### config.mk
export PLATFORM = sky130hd
export DESIGN_NAME = bcd_time_of_day
export DESIGN_NICKNAME = d
export VERILOG_FILES = /design/src/rtl/time_pkg.sv /design/src/rtl/sync_edge_detect.sv /design/src/rtl/bcd_time_of_day.sv
export SDC_FILE = /design/constraint.sdc
export NUM_CORES = 1
export LEC_CHECK = 0
export BUFFER_PORTS_ARGS = -buffer_cell sky130_fd_sc_hd__buf_2
export CORE_ASPECT_RATIO = 2
export CORE_UTILIZATION = 30
export CTS_BUF_LIST = sky130_fd_sc_hd__clkbuf_8
export CTS_CLUSTER_DIAMETER = 40
export DETAILED_ROUTE_END_ITERATION = 7
export GPL_TIMING_DRIVEN = 0
export PLACE_DENSITY_LB_ADDON = 0.1
export SETUP_SLACK_MARGIN = 0.2
export SLEW_MARGIN = 20
export SYNTH_ARGS = -nofsm -noshare
export SYNTH_HDL_FRONTEND = slang
export SYNTH_HIERARCHICAL = 1
export SYNTH_SLANG_ARGS = --single-unit
### constraint.sdc
create_clock -name CLOCK_10MHz -period 4.95 [get_ports CLOCK_10MHz]
set_input_delay 0.7425 -clock CLOCK_10MHz [delete_from_list [all_inputs] [get_ports CLOCK_10MHz]]
set_output_delay 0.7425 -clock CLOCK_10MHz [all_outputs]
set_load 0.01 [all_outputs]
### src/rtl/time_pkg.sv
// time_pkg: shared BCD types, range limits and a digit-pair validity check
// for the time-of-day counter and anything that loads or displays its values.
package time_pkg;

  typedef logic [3:0] bcd_t;

  typedef struct packed {
    bcd_t tens;
    bcd_t units;
  } bcd2_t;

  localparam bcd_t  SEC_TENS_MAX = 4'd5;
  localparam bcd_t  MIN_TENS_MAX = 4'd5;
  localparam bcd_t  UNITS_MAX    = 4'd9;
  localparam bcd2_t HR_MAX       = 8'h23;
  localparam bcd2_t SEC_MAX      = '{tens: SEC_TENS_MAX, units: UNITS_MAX};
  localparam bcd2_t MIN_MAX      = '{tens: MIN_TENS_MAX, units: UNITS_MAX};

  // True when v is a legal BCD pair no greater than max (max is itself BCD).
  function automatic logic bcd2_valid(bcd2_t v, bcd2_t max);
    logic units_ok;
    logic range_ok;
    units_ok = (v.units <= UNITS_MAX);
    range_ok = (v.tens < max.tens) ||
               ((v.tens == max.tens) && (v.units <= max.units));
    return units_ok && range_ok;
  endfunction

endpackage

### src/rtl/sync_edge_detect.sv
// sync_edge_detect: brings an asynchronous level into the CLOCK_10MHz domain
// through a SYNC_STAGES flop chain and emits a one-cycle pulse on each rise.
// Ports:
//   CLOCK_10MHz  system clock
//   RESET_N      asynchronous active-low reset (clears all flops)
//   async_in     asynchronous level input
//   rise_pulse   high for one cycle after each synchronised 0->1 transition
module sync_edge_detect #(
  parameter int unsigned SYNC_STAGES = 2
) (
  input  logic CLOCK_10MHz,
  input  logic RESET_N,
  input  logic async_in,
  output logic rise_pulse
);

  logic [SYNC_STAGES-1:0] sync_chain;
  logic                   sync_q;
  logic                   sync_out;

  assign sync_out = sync_chain[SYNC_STAGES-1];

  always_ff @(posedge CLOCK_10MHz or negedge RESET_N) begin
    if (!RESET_N) begin
      sync_chain <= '0;
      sync_q     <= 1'b0;
    end else begin
      sync_chain <= {sync_chain[SYNC_STAGES-2:0], async_in};
      sync_q     <= sync_out;
    end
  end

  assign rise_pulse = sync_out & ~sync_q;

endmodule

### src/rtl/bcd_time_of_day.sv
// bcd_time_of_day: 24-hour HH:MM:SS counter in packed BCD, advanced by the
// rising edges of CLOCK_1Hz (sampled as data in the CLOCK_10MHz domain).
// Ports:
//   CLOCK_10MHz        system clock
//   RESET_N            asynchronous active-low reset
//   CLOCK_1Hz          seconds strobe level from the divider
//   RUN                1 = count, 0 = hold
//   LOAD               one-cycle load request for LOAD_HH/LOAD_MM/LOAD_SS
//   LOAD_HH/MM/SS      BCD load values
//   HH/MM/SS           current time, BCD
//   SEC_PULSE          one-cycle pulse per counted second
//   ROLLOVER           one-cycle pulse on 23:59:59 -> 00:00:00
//   LOAD_ERR           one-cycle pulse when a load is rejected
module bcd_time_of_day
  import time_pkg::*;
#(
  parameter int unsigned SYNC_STAGES = 2
) (
  input  logic       CLOCK_10MHz,
  input  logic       RESET_N,
  input  logic       CLOCK_1Hz,
  input  logic       RUN,
  input  logic       LOAD,
  input  logic [7:0] LOAD_HH,
  input  logic [7:0] LOAD_MM,
  input  logic [7:0] LOAD_SS,
  output logic [7:0] HH,
  output logic [7:0] MM,
  output logic [7:0] SS,
  output logic       SEC_PULSE,
  output logic       ROLLOVER,
  output logic       LOAD_ERR
);

  logic  tick;
  logic  load_ok;
  logic  wrap;
  bcd2_t hh, mm, ss;
  bcd2_t hh_n, mm_n, ss_n;
  logic  sec_pulse, rollover, load_err;

  sync_edge_detect #(
    .SYNC_STAGES(SYNC_STAGES)
  ) u_sync (
    .CLOCK_10MHz(CLOCK_10MHz),
    .RESET_N    (RESET_N),
    .async_in   (CLOCK_1Hz),
    .rise_pulse (tick)
  );

  assign load_ok = bcd2_valid(LOAD_HH, HR_MAX) &
                   bcd2_valid(LOAD_MM, MIN_MAX) &
                   bcd2_valid(LOAD_SS, SEC_MAX);

  // One-second increment; carries ripple through all six digits combinationally.
  always_comb begin
    ss_n = ss;
    mm_n = mm;
    hh_n = hh;
    wrap = 1'b0;
    if (ss.units != UNITS_MAX) begin
      ss_n.units = ss.units + 4'd1;
    end else begin
      ss_n.units = '0;
      if (ss.tens != SEC_TENS_MAX) begin
        ss_n.tens = ss.tens + 4'd1;
      end else begin
        ss_n.tens = '0;
        if (mm.units != UNITS_MAX) begin
          mm_n.units = mm.units + 4'd1;
        end else begin
          mm_n.units = '0;
          if (mm.tens != MIN_TENS_MAX) begin
            mm_n.tens = mm.tens + 4'd1;
          end else begin
            mm_n.tens = '0;
            if (hh == HR_MAX) begin
              hh_n = '0;
              wrap = 1'b1;
            end else if (hh.units == UNITS_MAX) begin
              hh_n.units = '0;
              hh_n.tens  = hh.tens + 4'd1;
            end else begin
              hh_n.units = hh.units + 4'd1;
            end
          end
        end
      end
    end
  end

  // LOAD wins over a coincident tick, whether or not the load is accepted.
  always_ff @(posedge CLOCK_10MHz or negedge RESET_N) begin
    if (!RESET_N) begin
      hh        <= '0;
      mm        <= '0;
      ss        <= '0;
      sec_pulse <= 1'b0;
      rollover  <= 1'b0;
      load_err  <= 1'b0;
    end else begin
      sec_pulse <= 1'b0;
      rollover  <= 1'b0;
      load_err  <= 1'b0;
      if (LOAD) begin
        if (load_ok) begin
          hh <= LOAD_HH;
          mm <= LOAD_MM;
          ss <= LOAD_SS;
        end else begin
          load_err <= 1'b1;
        end
      end else if (tick && RUN) begin
        hh        <= hh_n;
        mm        <= mm_n;
        ss        <= ss_n;
        sec_pulse <= 1'b1;
        rollover  <= wrap;
      end
    end
  end

  assign HH        = hh;
  assign MM        = mm;
  assign SS        = ss;
  assign SEC_PULSE = sec_pulse;
  assign ROLLOVER  = rollover;
  assign LOAD_ERR  = load_err;

endmodule

**Word-level counts from Yosys, hierarchy flattened**

Index checks and enable logic that the tools add are counted.

- Register bits after elaboration: 30
- Input bits: 29
- Output and inout port bits: 27
- Word-level logic and storage cells: 95

- Add/subtract/negate cells: 6
- Order comparisons: 7
- Eq/ne operators: 14
- Multiplexer cells: 35
- Bitwise gates (word level): 4
- Reduce and logical (&&, ||, !) cells: 18

Operators by type and width:

| kind | count |
|---|---|
| $mux W8 | 16 |
| $mux W4 | 8 |
| $add A4 B1 Y4 const B | 6 |
| $le A4 B4 Y1 const B | 3 |
| $mux W1 | 11 |
| $eq A4 B3 Y1 const B | 2 |
| $eq A8 B6 Y1 const B | 1 |
| $lt A4 B3 Y1 const B | 2 |
| $ne A2 B2 Y1 const B | 4 |
| $ne A4 B3 Y1 const B | 2 |
| $ne A4 B4 Y1 const B | 2 |
| $logic_and A1 B1 Y1 | 7 |
| $reduce_and A7 Y1 | 1 |
| $reduce_and A6 Y1 | 1 |
| $reduce_and A5 Y1 | 1 |
| $eq A4 B2 Y1 const B | 1 |
| $eq A4 B4 Y1 const B | 1 |
| $le A4 B2 Y1 const B | 1 |
| $lt A4 B2 Y1 const B | 1 |
| $reduce_and A4 Y1 | 1 |
| $and A1 B1 Y1 | 3 |
| $logic_or A1 B1 Y1 | 3 |
| $reduce_and A3 Y1 | 1 |
| $reduce_bool A3 Y1 | 1 |
| 4 further kinds | 4 |

**Depth between registers and ports, before layout**

Gate-level depths: netlist of run 1.

- Word-level depth: 9
- Mapped depth: 8
- Mapped depth without buffers: 7

**By module**

Netlist of run 1, hierarchy kept.

Modules (own cells, without submodules):

| module | instances | cells an instance | area each (um2) | sequential area each (um2) |
|---|---|---|---|---|
| bcd_time_of_day | 1 | 198 | 1829.3 | 675.6 |
| sync_edge_detect | 1 | 4 | 88.8 | 75.1 |

**Worst setup path before layout of run 1**

No wires, ideal clock.

- Path type: in2reg
- Start point: input port LOAD_HH[4]
- End point: register ss, in the netlist SS[4]
- Setup time: 0.123 ns
- Arrival time: 1.959 ns
- Required time: 4.827 ns
- Slack: 2.868 ns
- Stages on the path: 4
- Buffers on the path: 0
- Cell sequence: o31ai_1 nand3_2 or4_2 o221a_2

- Cells in the longest elaborated chain, start to end: 8
- Elaborated cells between the ends (all ways): 9
- Those cells by class: order compare (1); eq/ne (2); bitwise (2); reduce/logical (4)

Ends and longest elaborated chain:

| element | line | RTL |
|---|---|---|
| from (decl) | bcd_time_of_day.sv:24 | `input logic [7:0] LOAD_HH,` |
| parallel branches: the longest is 2 deep, another holds $lt A4 B2 Y1 | -- |  |
| $logic_or A1 B1 Y1 * | time_pkg.sv:24 | `range_ok = (v.tens < max.tens) \|\|` |
| $logic_and A1 B1 Y1 * | time_pkg.sv:26 | `return units_ok && range_ok;` |
| $and A1 B1 Y1 * | bcd_time_of_day.sv:51 | `assign load_ok = bcd2_valid(LOAD_HH, HR_MAX) &` |
| $and A1 B1 Y1 * | bcd_time_of_day.sv:52 | `bcd2_valid(LOAD_MM, MIN_MAX) &` |
| $ne A2 B1 Y1 (no line) * | -- |  |
| $reduce_and A3 Y1 (no line) * | -- |  |
| to (signal assigned) | bcd_time_of_day.sv:116 | `ss <= ss_n;` |
| to (decl) | bcd_time_of_day.sv:38 | `bcd2_t hh, mm, ss;` |

Mark *: on every way between the ends.
A chain may end at the register's enable or synchronous reset.

**Worst setup path after layout of run 1**

- Start point: input port LOAD_HH[7]
- End point: register mm, in the netlist MM[6]

- Cells in the longest elaborated chain, start to end: 8
- Elaborated cells between the ends (all ways): 9
- Those cells by class: order compare (1); eq/ne (2); bitwise (2); reduce/logical (4)

Ends and longest elaborated chain:

| element | line | RTL |
|---|---|---|
| parallel branches: the longest is 2 deep, another holds $lt A4 B2 Y1 | -- |  |
| $logic_or A1 B1 Y1 * | time_pkg.sv:24 |  |
| $logic_and A1 B1 Y1 * | time_pkg.sv:26 |  |
| $and A1 B1 Y1 * | bcd_time_of_day.sv:51 |  |
| $and A1 B1 Y1 * | bcd_time_of_day.sv:52 |  |
| $ne A2 B1 Y1 (no line) * | -- |  |
| $reduce_and A5 Y1 (no line) * | -- |  |
| to (signal assigned) | bcd_time_of_day.sv:115 | `mm <= mm_n;` |
| to (decl) | bcd_time_of_day.sv:38 |  |

Marks and branches as above.

==> results of run 1 <==
## layer usage
| metal | vias to the layer above | part of all wire | routed length, um |
|---|---|---|---|
| li1 | 896 | - | - |
| met5 | - | 0 | 0 |
| met4 | 0 | 0.025 | 144 |
| met2 | 58 | 0.56 | 3210 |
| met1 | 886 | 0.37 | 2120 |
| met3 | 10 | 0.039 | 223 |
## Yosys cell counts (3+ instances only)
cell type | instances | share of area
nand2b_1 | 3 | 0.0098
o21ai_0 | 19 | 0.050
nand4_1 | 4 | 0.013
o221a_2 | 3 | 0.018
nand2_1 | 11 | 0.022
nand3_1 | 4 | 0.010
nor2b_1 | 4 | 0.013
o21ai_2 | 3 | 0.014
dfrtp_1 | 30 | 0.39
a31oi_1 | 3 | 0.0098
nor3b_1 | 3 | 0.012
clkbuf_1 | 4 | 0.0078
o211ai_1 | 3 | 0.012
o22ai_1 | 3 | 0.0098
a21oi_1 | 24 | 0.063
inv_1 | 6 | 0.012
nor2_1 | 13 | 0.025
a22oi_1 | 4 | 0.016
## metrics by stage
stage	utilization	instance area (um^2)	hold WS (ps)	setup slack, ps	std cells
floorplan	-	1920	331	2870	202
global placement	0.376	2290	335	2470	340
detailed placement	0.376	2290	350	2460	340
CTS	0.391	2380	367	2750	348
global route	0.391	2380	378	2580	348
finish	0.391	2380	363	2780	348
## cell type report
| type | count | share of cell area |
|---|---|---|
| Multi-Input combinational cell | 159 | 0.465 |
| Sequential cell | 30 | 0.315 |
| Timing Repair Buffer | 54 | 0.113 |
| Tap cell | 84 | 0.0441 |
| Clock buffer | 6 | 0.0346 |
| Buffer | 6 | 0.0131 |
| Inverter | 7 | 0.0110 |
| Clock inverter | 2 | 0.00367 |
## registers in the layout, indices dropped and copies added, names as in the netlist
| name | count |
|---|---|
| ROLLOVER | 1 |
| MM | 8 |
| HH | 8 |
| SS | 8 |
| LOAD_ERR | 1 |
| u_sync/sync_chain | 2 |
| u_sync/sync_q | 1 |
| SEC_PULSE | 1 |
## power groups by stage
stage	clock network [mW]	registers, mW	logic, mW
floorplan	0	0.295	0.0798
global placement	0	0.292	0.139
detailed placement	0	0.293	0.140
CTS	0.210	0.289	0.140
global route	0.220	0.292	0.153
finish	0.205	0.289	0.138
## cell usage in the layout (no fill, tap or decap), types with 6 or more instances in the layout
master,n
clkbuf_8,6
dfrtp_1,30
nand2_1,11
inv_1,7
nor2_1,13
a21oi_1,24
buf_2,55
o21ai_0,19
## cells by family after synthesis
logic type | count (synthesis)
muxes | 4
adders and majority gates | 2
AOI/OAI and AO/OA | 84
and+or+nand+nor | 69
DFF | 30
buffers and inverters | 13
## how the worst max path moves through the flow
stage | startpoint | to | slack [ps] | cells after the start
5_1_grt | HH[4] | HH[7] | 2580 | 7
4_1_cts | LOAD_HH[7] | MM[6] | 2750 | 6
6_report | LOAD_HH[7] | MM[6] | 2780 | 6
3_5_place_dp | LOAD_HH[7] | MM[6] | 2460 | 6
3_3_place_gp | LOAD_HH[4] | MM[6] | 2470 | 6
2_1_floorplan | LOAD_HH[4] | SS[4] | 2870 | 4
## critical path, stage by stage
cell	delay (ps)
buf_2	120
nor4_4	400
nand4_4	200
o21ai_2	380
nand2_2	160
mux2_4	320
==> metrics.md, run 1 <==
| Metric | Value |
|---|---|
| Startpoint Class | `primary input` |
| Internal power | `0.435 mW` |
| Clock-pin slew on the worst setup and hold paths | `70 ps` |
| Clk_skew | `11.7 ps` |
| Number of synthesized register bits | `30` |
| Routed Antenna Nets | `0` |
| Final Cycle Share | `0.439` |
| Global-route wire length before repair | `9.18 mm` |
| Synth Area in XOR/XNOR | `0` |
| Hold endpoint | `u_sync/sync_chain[1]` |
| Initial antenna violation count | `0` |
| Max_slew headroom | `0.542` |
| Vias in the first global route | `1837` |
| Total net switching power | `slightly below 0.2 mW` |
| Final setup TNS | `0 ps` |
| Sequential power share | `0.457` |
| CP required | `5120 ps` |
| Post-synthesis simple-gate area fraction | `0.246` |
| CTS resizes | `0` |
| Pre-antenna DRT Iters | `4` |
| WHS Path Cells | `0` |
| Gr busiest metal | `met2` |
| Worst Reg2Reg Path Length in Cells | `7` |
| # nets final | `a little under 300` |
| Max-slew violations | `0` |
| Met1 Usage GRT | `0.192` |
| Global routing usage on met2 | `0.346` |
| DIE WIDTH | `58.5 um` |
| Register area share after synthesis | `0.391` |
| Register Area | `around 750 um^2` |
| I/O Pins | `between 50 and 60` |
| Min Tclk post-route | `2170 ps` |
| Distinct cells, synth | `64` |
| Flop2flop setup slack | `2810 ps` |
| Average size of a mapped cell | `9.50 um^2` |
| Avg WL per Cell | `16.4 um` |
| Static Leak | `1.06 nW` |
| VDD IR-drop max | `0.0000896 V` |
| Layout cell share with drive strength beyond 1 | `0.360` |
| Clock network fraction of total power | `0.324` |
| Die height | `115 um` |
| Ant. Diodes | `0` |
| Final WL | `5.69 mm` |
| Sw frac | `0.311` |
| CTS max path bufs | `2` |
| Buffers on Ports | `54` |
| Compound-gate portion of the synthesized area | `0.295` |
| Via Count | `1850` |
| Post-CTS setup buffer count | `0` |
| Post-synthesis mux area share | `0.0248` |
| FILL cells | `685` |
| Hold wc startpoint | `u_sync/sync_chain[0]` |
| Slew of the pin with the lowest slew margin | `687 ps` |
| Number of max-cap violations | `0` |
| Outcome | `complete, no violations` |
| DRC | `0` |
| Critical path type | `primary input to register` |
| DRT iter0 DRCs | `between 80 and 90` |
| Worst r2r src | `HH[4]` |
| Multi-input gate area | `0.00111 mm^2` |
| Starting Density | `0.314` |
| Yosys warning total | `6` |
| CTS sink cnt | `30` |
| Pwr Total | `approximately 0.63 mW` |
| Inserted Clock Buffers | `5` |
| Main combinational cell family by area after synthesis | `compound AO/OA/AOI/OAI gates` |
| Core Region | `0.00611 mm^2` |
| Post-Synth Adder-Cell Area | `0.0130` |
| Mapped Cells | `202` |
| Post-Syn Area | `0.00192 mm^2` |
| Ys async rst share | `1.00` |
| Synthesized Nets | `233` |
| Final setup vio count | `0` |
| Crit path DAT | `2340 ps` |
| CTS Hold Bufs | `0` |
| F_max | `460 MHz` |
| Hold crit path type | `register to register` |
| Syn-to-layout area delta | `24.3%` |
| Worst-Skew Late Latency | `280 ps` |
| Largest net degree at the start of global routing | `31` |
| H-Tree Depth | `2` |
| GR Overflow Total | `0` |
| EDFF count, synth | `0` |
| Dominant synthesized flop cell | `dfrtp_1` |
| Met3 GRT Util | `0.0214` |
| Crit. End Element | `register` |
| TritonCTS clock tree | `yes` |
| Root Buffer | `clkbuf_8` |
| Via density | `5.32` |
| Routability cong. | `approximately 0.8` |
| CP max FO | `9` |
| Combinational Power Share | `0.219` |
| Pwr Density | `between 200 and 300 mW/mm^2` |
| Num rows | `40` |
| Tot GR Track Use | `0.181` |
| Hpwl dp | `around 4.4 mm` |
| Final Hold Viols | `0` |
| RSZ-0062 raised after global routing | `no` |
| Die area | `0.00674 mm^2` |
| Reg2reg end | `HH[6]` |
Power figures use the tool's default switching activity.
==> inputs of run 2 (changes only) <==
==> constraint.sdc (replaced) <==
create_clock -name CLOCK_10MHz -period 1.9 [get_ports CLOCK_10MHz]
set_input_delay 0.285 -clock CLOCK_10MHz [delete_from_list [all_inputs] [get_ports CLOCK_10MHz]]
set_output_delay 0.285 -clock CLOCK_10MHz [all_outputs]
set_load 0.01 [all_outputs]
==> metrics.md, run 2 (synthesis results as in run 1) <==
| Metric | Value |
|---|---|
| Critical path type | `register to register (was primary input to register)` |
| Final cell count without fillers | `367 (was 348)` |
| Clk_skew | `6.52 ps (was 11.7 ps)` |
| Placed Cells | `340 (unchanged)` |
| DRC | `0 (unchanged)` |
| Final setup margin | `205 ps (was 2780 ps)` |
| Hold WS | `43.6 ps (was 363 ps)` |
| Starting Density | `0.314 (unchanged)` |
| Largest net degree at the start of global routing | `31 (unchanged)` |
| Routed Antenna Nets | `0 (unchanged)` |
| DIE WIDTH | `58.5 um (unchanged)` |
| Max-slew violations | `0 (unchanged)` |
| Buffers on Ports | `54 (unchanged)` |
| Most frequent cells in the layout | `buf_2 (54), dfrtp_1 (25), a21oi_1 (21) (was buf_2 (55), dfrtp_1 (30), a21oi_1 (24))` |
| Worst-Skew Late Latency | `280 ps (about the same)` |
| Die height | `115 um (unchanged)` |
| Delay-heaviest family, CP | `simple AND/OR/NAND/NOR gates (unchanged)` |
| I/O Pins | `56 (unchanged)` |
| Layout cell share with drive strength beyond 1 | `0.456 (was 0.360)` |
| Final setup vio count | `0 (unchanged)` |
| Static Leak | `1.16 nW (was 1.06 nW)` |
| CP max FO | `4 (was 9)` |
| RSZ-0062 raised after global routing | `yes (was no)` |
| Flop2flop setup slack | `210 ps (was 2810 ps)` |
| Placement Setup Slack | `-121 ps (was 2460 ps)` |
| Core Util, Final | `0.431 (was 0.391)` |
| CTS sink cnt | `30 (unchanged)` |
| Reg2reg end | `HH[6] (unchanged)` |
| Initial antenna violation count | `0 (unchanged)` |
| VDD IR-drop max | `0.000257 V (was 0.0000896 V)` |
| Inserted Clock Buffers | `5 (unchanged)` |
| F_max | `590 MHz` |
| Root Buffer | `clkbuf_8 (unchanged)` |
| CP required | `2060 ps (was 5120 ps)` |
| Worst Reg2Reg Path Length in Cells | `5 (was 7)` |
| Pwr Density | `660 mW/mm^2 (was 265 mW/mm^2)` |
| Die area | `0.00674 mm^2 (unchanged)` |
| DRT iter0 DRCs | `111 (was 86)` |
| Syn-to-layout area delta | `37.2% (was 24.3%)` |
| Min Tclk post-route | `1690 ps` |
| Vias in the first global route | `1955 (was 1837)` |
| Hold crit path type | `primary input to async pin (was register to register)` |
| Via Count | `1956 (was 1850)` |
| CP max stage cell | `dfrtp_2 (was nor4_4)` |
| Routability cong. | `0.800 (was 0.777)` |
| Ordered cell list for the critical path | `and4bb_4 > nand4b_4 > o21a_4 > or2_4 > o221a_1 (was buf_2 > nor4_4 > nand4_4 > o21ai_2 > nand2_2 > mux2_4)` |
| Core Region | `0.00611 mm^2 (unchanged)` |
| GR Overflow Total | `0 (unchanged)` |
| Worst r2r src | `SS[2] (was HH[4])` |
| Max_slew headroom | `0.531 (was 0.542)` |
| # nets final | `313 (was 294)` |
| TritonCTS clock tree | `yes (unchanged)` |
| Clock-pin slew on the worst setup and hold paths | `70 ps (about the same)` |
| Tot GR Track Use | `0.185 (was 0.181)` |
| Final Cycle Share | `0.892` |
| Num rows | `40 (unchanged)` |
| Global-route wire length before repair | `9.34 mm (was 9.18 mm)` |
| CTS max path bufs | `2 (unchanged)` |
| Slew of the pin with the lowest slew margin | `704 ps (was 687 ps)` |
| Crit path DAT | `1850 ps (was 2340 ps)` |
| Via density | `5.33 (was 5.32)` |
| Buffers and inverters on the worst path | `0 (was 1)` |
| Critical path's largest stage delay | `410 ps (was 400 ps)` |
| Crit. End Element | `register (unchanged)` |
| Most common cell after layout, fill and taps aside | `buf_2 (unchanged)` |
| Final WL | `5.99 mm (was 5.69 mm)` |
| Ant. Diodes | `0 (unchanged)` |
| Startpoint Class | `register (was primary input)` |
| Avg WL per Cell | `16.3 um (was 16.4 um)` |
| Pre-antenna DRT Iters | `4 (unchanged)` |
| Final setup TNS | `0 ps (unchanged)` |
| Hpwl dp | `4.35 mm (was 4.41 mm)` |
| H-Tree Depth | `2 (unchanged)` |
| Number of max-cap violations | `0 (unchanged)` |
| Final Hold Viols | `0 (unchanged)` |
| Outcome | `complete, no violations (unchanged)` |
## run 2: changes by cell type in the layout (fill, tap and decap cells not counted), sizes merged
cell	delta
buf	+19
## run 2: worst max-delay path by stage
stage,startpoint,end,slack [ps],cells after the start
after floorplan,SS[1],HH[6],190,5
after global placement,LOAD_HH[4],MM[6],-120,6
after detailed placement,LOAD_SS[2],MM[6],-120,6
after CTS,SS[2],HH[6],180,5
after global routing,HH[3],HH[3],160,6
final,SS[2],HH[6],210,5
## run 2: worst register-to-register path: stages, from the launching register on
cell	delay [ps]
dfrtp_2	410
and4bb_4	360
nand4b_4	150
o21a_4	170
or2_4	250
o221a_1	230
## run 2: final cells by class
class / instances / area [um^2]
Clock inverter: 2 / 8.76
Sequential cell: 30 / 757
Clock buffer: 6 / 82.6
Buffer: 6 / 37.5
Multi-Input combinational cell: 159 / 1180
Timing Repair Buffer: 73 / 429
Inverter: 7 / 28.8
Fill cell: 644 / 3470
Tap cell: 84 / 105
## run 2: layer usage
| metal | global-route usage | routed length, um |
|---|---|---|
| met1 | 0.182 | 2180 |
| met2 | 0.356 | 3400 |
| met3 | 0.0214 | 193 |
| met4 | 0.105 | 220 |
| met5 | 0 | 0 |
## run 2: per-stage QoR
| stage | area (um^2) | total power [mW] |
|---|---|---|
| floorplan | 1930 | 0.988 |
| global placement | 2310 | 1.14 |
| detailed placement | 2310 | 1.14 |
| CTS | 2540 | 1.73 |
| global route | 2630 | 1.83 |
| finish | 2630 | 1.74 |
## run 2: report_power, final
part	switching (mW)	internal [mW]	total, mW
logic	0.244	0.227	0.471
registers	0.0463	0.687	0.733
clock network	0.247	0.287	0.534
## run 2: repair_timing
| item | 4_1_cts | 5_1_grt |
|---|---|---|
| setup endpoints to repair | 14 | 13 |
| resized for setup | 12 | 10 |
| buffers inserted | 11 | 8 |
| hold buffers | 0 | 0 |
| pin swaps | 6 | 5 |
==> inputs of run 3 (changes only) <==
--- a/config.mk
+++ b/config.mk
@@ -17,5 +17,4 @@
 export SLEW_MARGIN = 20
 export SYNTH_ARGS = -nofsm -noshare
 export SYNTH_HDL_FRONTEND = slang
-export SYNTH_HIERARCHICAL = 1
 export SYNTH_SLANG_ARGS = --single-unit
==> metrics.md, run 3 <==
| Metric | Value |
|---|---|
| Outcome | `complete, no violations (unchanged)` |
| Ys async rst share | `1.00 (unchanged)` |
| Inserted Clock Buffers | `5 (unchanged)` |
| DRC | `0 (unchanged)` |
| Min Tclk post-route | `1760 ps (was 1690 ps)` |
| GR Overflow Total | `0 (unchanged)` |
| Initial antenna violation count | `0 (unchanged)` |
| Starting Density | `0.314 (about the same)` |
| Critical path's largest stage delay | `360 ps (was 410 ps)` |
| Core Region | `0.00611 mm^2 (unchanged)` |
| Max_slew headroom | `0.529 (was 0.531)` |
| Critical path type | `register to register (unchanged)` |
| Final setup vio count | `0 (unchanged)` |
| Largest net degree at the start of global routing | `31 (unchanged)` |
| Pwr Total | `1.78 mW (was 1.74 mW)` |
| I/O Pins | `56 (unchanged)` |
| Die area | `0.00673 mm^2 (was 0.00674 mm^2)` |
| Final WL | `6.37 mm (was 5.99 mm)` |
| Max-slew violations | `0 (unchanged)` |
| Static Leak | `1.23 nW (was 1.16 nW)` |
| Ant. Diodes | `0 (unchanged)` |
| CP required | `2070 ps (was 2060 ps)` |
| CP max stage cell | `dfrtp_1 (was dfrtp_2)` |
| Synthesized Nets | `235 (was 233)` |
| TritonCTS clock tree | `yes (unchanged)` |
| Post-synth top area share | `0.392 (was 0.391)` |
| Most numerous cell in the Yosys netlist | `dfrtp_1 (unchanged)` |
| Via density | `5.36 (was 5.33)` |
| Global-route wire length before repair | `10.1 mm (was 9.34 mm)` |
| Post-Syn Area | `0.00192 mm^2 (about the same)` |
| Tot GR Track Use | `0.199 (was 0.185)` |
| Num rows | `40 (unchanged)` |
| CTS sink cnt | `30 (unchanged)` |
| Avg WL per Cell | `17.2 um (was 16.3 um)` |
| DIE WIDTH | `58.5 um (about the same)` |
| Crit. End Element | `register (unchanged)` |
| Via Count | `1985 (was 1956)` |
| RSZ-0062 raised after global routing | `yes (unchanged)` |
| Final setup margin | `142 ps (was 205 ps)` |
| Number of synthesized register bits | `30 (unchanged)` |
| Buffers on Ports | `55 (was 54)` |
| Worst-Skew Late Latency | `290 ps (was 280 ps)` |
| H-Tree Depth | `2 (unchanged)` |
| Final setup TNS | `0 ps (unchanged)` |
| Die height | `115 um (about the same)` |
| DRT iter0 DRCs | `101 (was 111)` |
| Clock-pin slew on the worst setup and hold paths | `70 ps (about the same)` |
| Final Cycle Share | `0.925 (was 0.892)` |
| Yosys warning total | `0 (was 6)` |
| Crit path DAT | `1930 ps (was 1850 ps)` |
| # nets final | `318 (was 313)` |
| Pwr Density | `648 mW/mm^2 (was 660 mW/mm^2)` |
| Mapped Cells | `202 (unchanged)` |
| Routability cong. | `0.822 (was 0.800)` |
| Root Buffer | `clkbuf_8 (unchanged)` |
| F_max | `569 MHz (was 590 MHz)` |
| FILL cells | `635 (was 644)` |
| Synth area leader | `dfrtp_1 (unchanged)` |
| Vias in the first global route | `1976 (was 1955)` |
| Commonest cells post-synth | `dfrtp_1 (30), nand2_1 (18), a21oi_1 (17), o21ai_0 (16), inv_1 (11) (was dfrtp_1 (30), a21oi_1 (24), o21ai_0 (19), nor2_1 (13), nand2_1 (11))` |
| Number of max-cap violations | `0 (unchanged)` |
| Ordered cell list for the critical path | `and4bb_2 > nand4_1 > o21ai_4 > mux2_4 > a221o_1 (was and4bb_4 > nand4b_4 > o21a_4 > or2_4 > o221a_1)` |
| Final Hold Viols | `0 (unchanged)` |
| CP max FO | `6 (was 4)` |
| EDFF count, synth | `0 (unchanged)` |
| CTS max path bufs | `2 (unchanged)` |
| VDD IR-drop max | `0.000328 V (was 0.000257 V)` |
| Pre-antenna DRT Iters | `4 (unchanged)` |
| Hpwl dp | `4.57 mm (was 4.35 mm)` |
| Slew of the pin with the lowest slew margin | `707 ps (was 704 ps)` |
| Routed Antenna Nets | `0 (unchanged)` |
| Most frequent cells in the layout | `buf_2 (56), dfrtp_1 (23), buf_4 (19) (was buf_2 (54), dfrtp_1 (25), a21oi_1 (21))` |
| Register area share after synthesis | `0.392 (was 0.391)` |
| Average size of a mapped cell | `9.48 um^2 (was 9.50 um^2)` |
| Ranking of synthesized cells by area | `dfrtp_1 (39%), a21oi_1 (4.4%), o21ai_0 (4.2%) (was dfrtp_1 (39%), a21oi_1 (6.3%), o21ai_0 (5.0%))` |
| Startpoint Class | `register (unchanged)` |
| Clk_skew | `2.40 ps (was 6.52 ps)` |
| Layout cell share with drive strength beyond 1 | `0.462 (was 0.456)` |
| Hold crit path type | `primary input to async pin (unchanged)` |
| Distinct cells, synth | `61 (was 64)` |
| Dominant synthesized flop cell | `dfrtp_1 (unchanged)` |
| Most common cell after layout, fill and taps aside | `buf_2 (unchanged)` |
| Placement Setup Slack | `-182 ps (was -121 ps)` |
| Syn-to-layout area delta | `43.1% (was 37.2%)` |
-- run 3: repair_timing --
action                                  4_1_cts  5_1_grt
resized for setup                            16       24
setup buffers                                11        9
endpoints found under the setup margin       18       14
hold endpoints to repair                      0        0
pin swaps                                     8        8
hold buffers                                  0        0
gates cloned                                  0        1
-- run 3: final cells by class --
cell class | instances | area, um^2 | area share
multi-input cells | 153 | 1190 | 0.433
flip-flops and latches | 30 | 759 | 0.277
repair buffers | 76 | 469 | 0.171
clock buffers | 8 | 110 | 0.0402
well taps | 84 | 105 | 0.0383
plain buffers | 8 | 70.1 | 0.0256
inverters | 11 | 41.3 | 0.0151
-- run 3: power breakdown --
part	leakage [nW]	internal, mW	total (mW)	switching [mW]
logic	0.804	0.171	0.379	0.208
clock network	0.0575	0.366	0.621	0.255
registers	0.365	0.694	0.776	0.0818
total	1.23	1.23	1.78	0.545
-- run 3: routing by layer --
layer / up-vias / share of wire / wire length (um) / track usage
met3: 10 / 0.036 / 227 / 0.0270
met2: 53 / 0.57 / 3610 / 0.362
li1: 938 / - / - / -
met4: 0 / 0.023 / 145 / 0.0889
met5: - / 0 / 0 / 0
met1: 984 / 0.37 / 2380 / 0.224
-- run 3: through the flow --
step | hold WS (ps) | area (um^2) | cells | util
final | 45.6 | 2740 | 370 | 0.449
after global routing | 96.6 | 2740 | 370 | 0.449
after CTS | 71.1 | 2580 | 360 | 0.422
after detailed placement | 336 | 2320 | 341 | 0.380
after global placement | 341 | 2320 | 341 | 0.380
after floorplan | -10.6 | 1940 | 202 | -
-- run 3: final timing paths --
path	end	cells after the start	slack, ps	from
min reg2reg	u_sync.sync_chain[1]	0	360	u_sync.sync_chain[0]
min	MM[3]	1	50	RESET_N
max reg2reg	SS[5]	5	140	u_sync.sync_q
min in group CLOCK_10MHz	u_sync.sync_chain[0]	1	110	CLOCK_1Hz
max in group asynchronous	HH[5]	1	1360	RESET_N
max	SS[5]	5	140	u_sync.sync_q
-- run 3: worst max-delay path, delay by kind of cell, from the launching register on --
kind	cells	cell delay, ps
multiplexers	1	330
AO/OA/AOI/OAI	2	450
flip-flops	1	360
AND/OR/NAND/NOR	2	510
-- run 3: kinds of logic (layout without fill, tap and decap cells) --
| family | count (synthesis) | in the layout | share of synthesized area |
|---|---|---|---|
| DFF | 30 | 30 | 0.392 |
| AOI/OAI and AO/OA | 71 | 71 | 0.266 |
| buffers and inverters | 19 | 103 | 0.0431 |
| and+or+nand+nor | 67 | 67 | 0.209 |
| adders and majority gates | 4 | 4 | 0.0261 |
| muxes | 9 | 9 | 0.0549 |
| xor gates and xnor gates | 2 | 2 | 0.00915 |
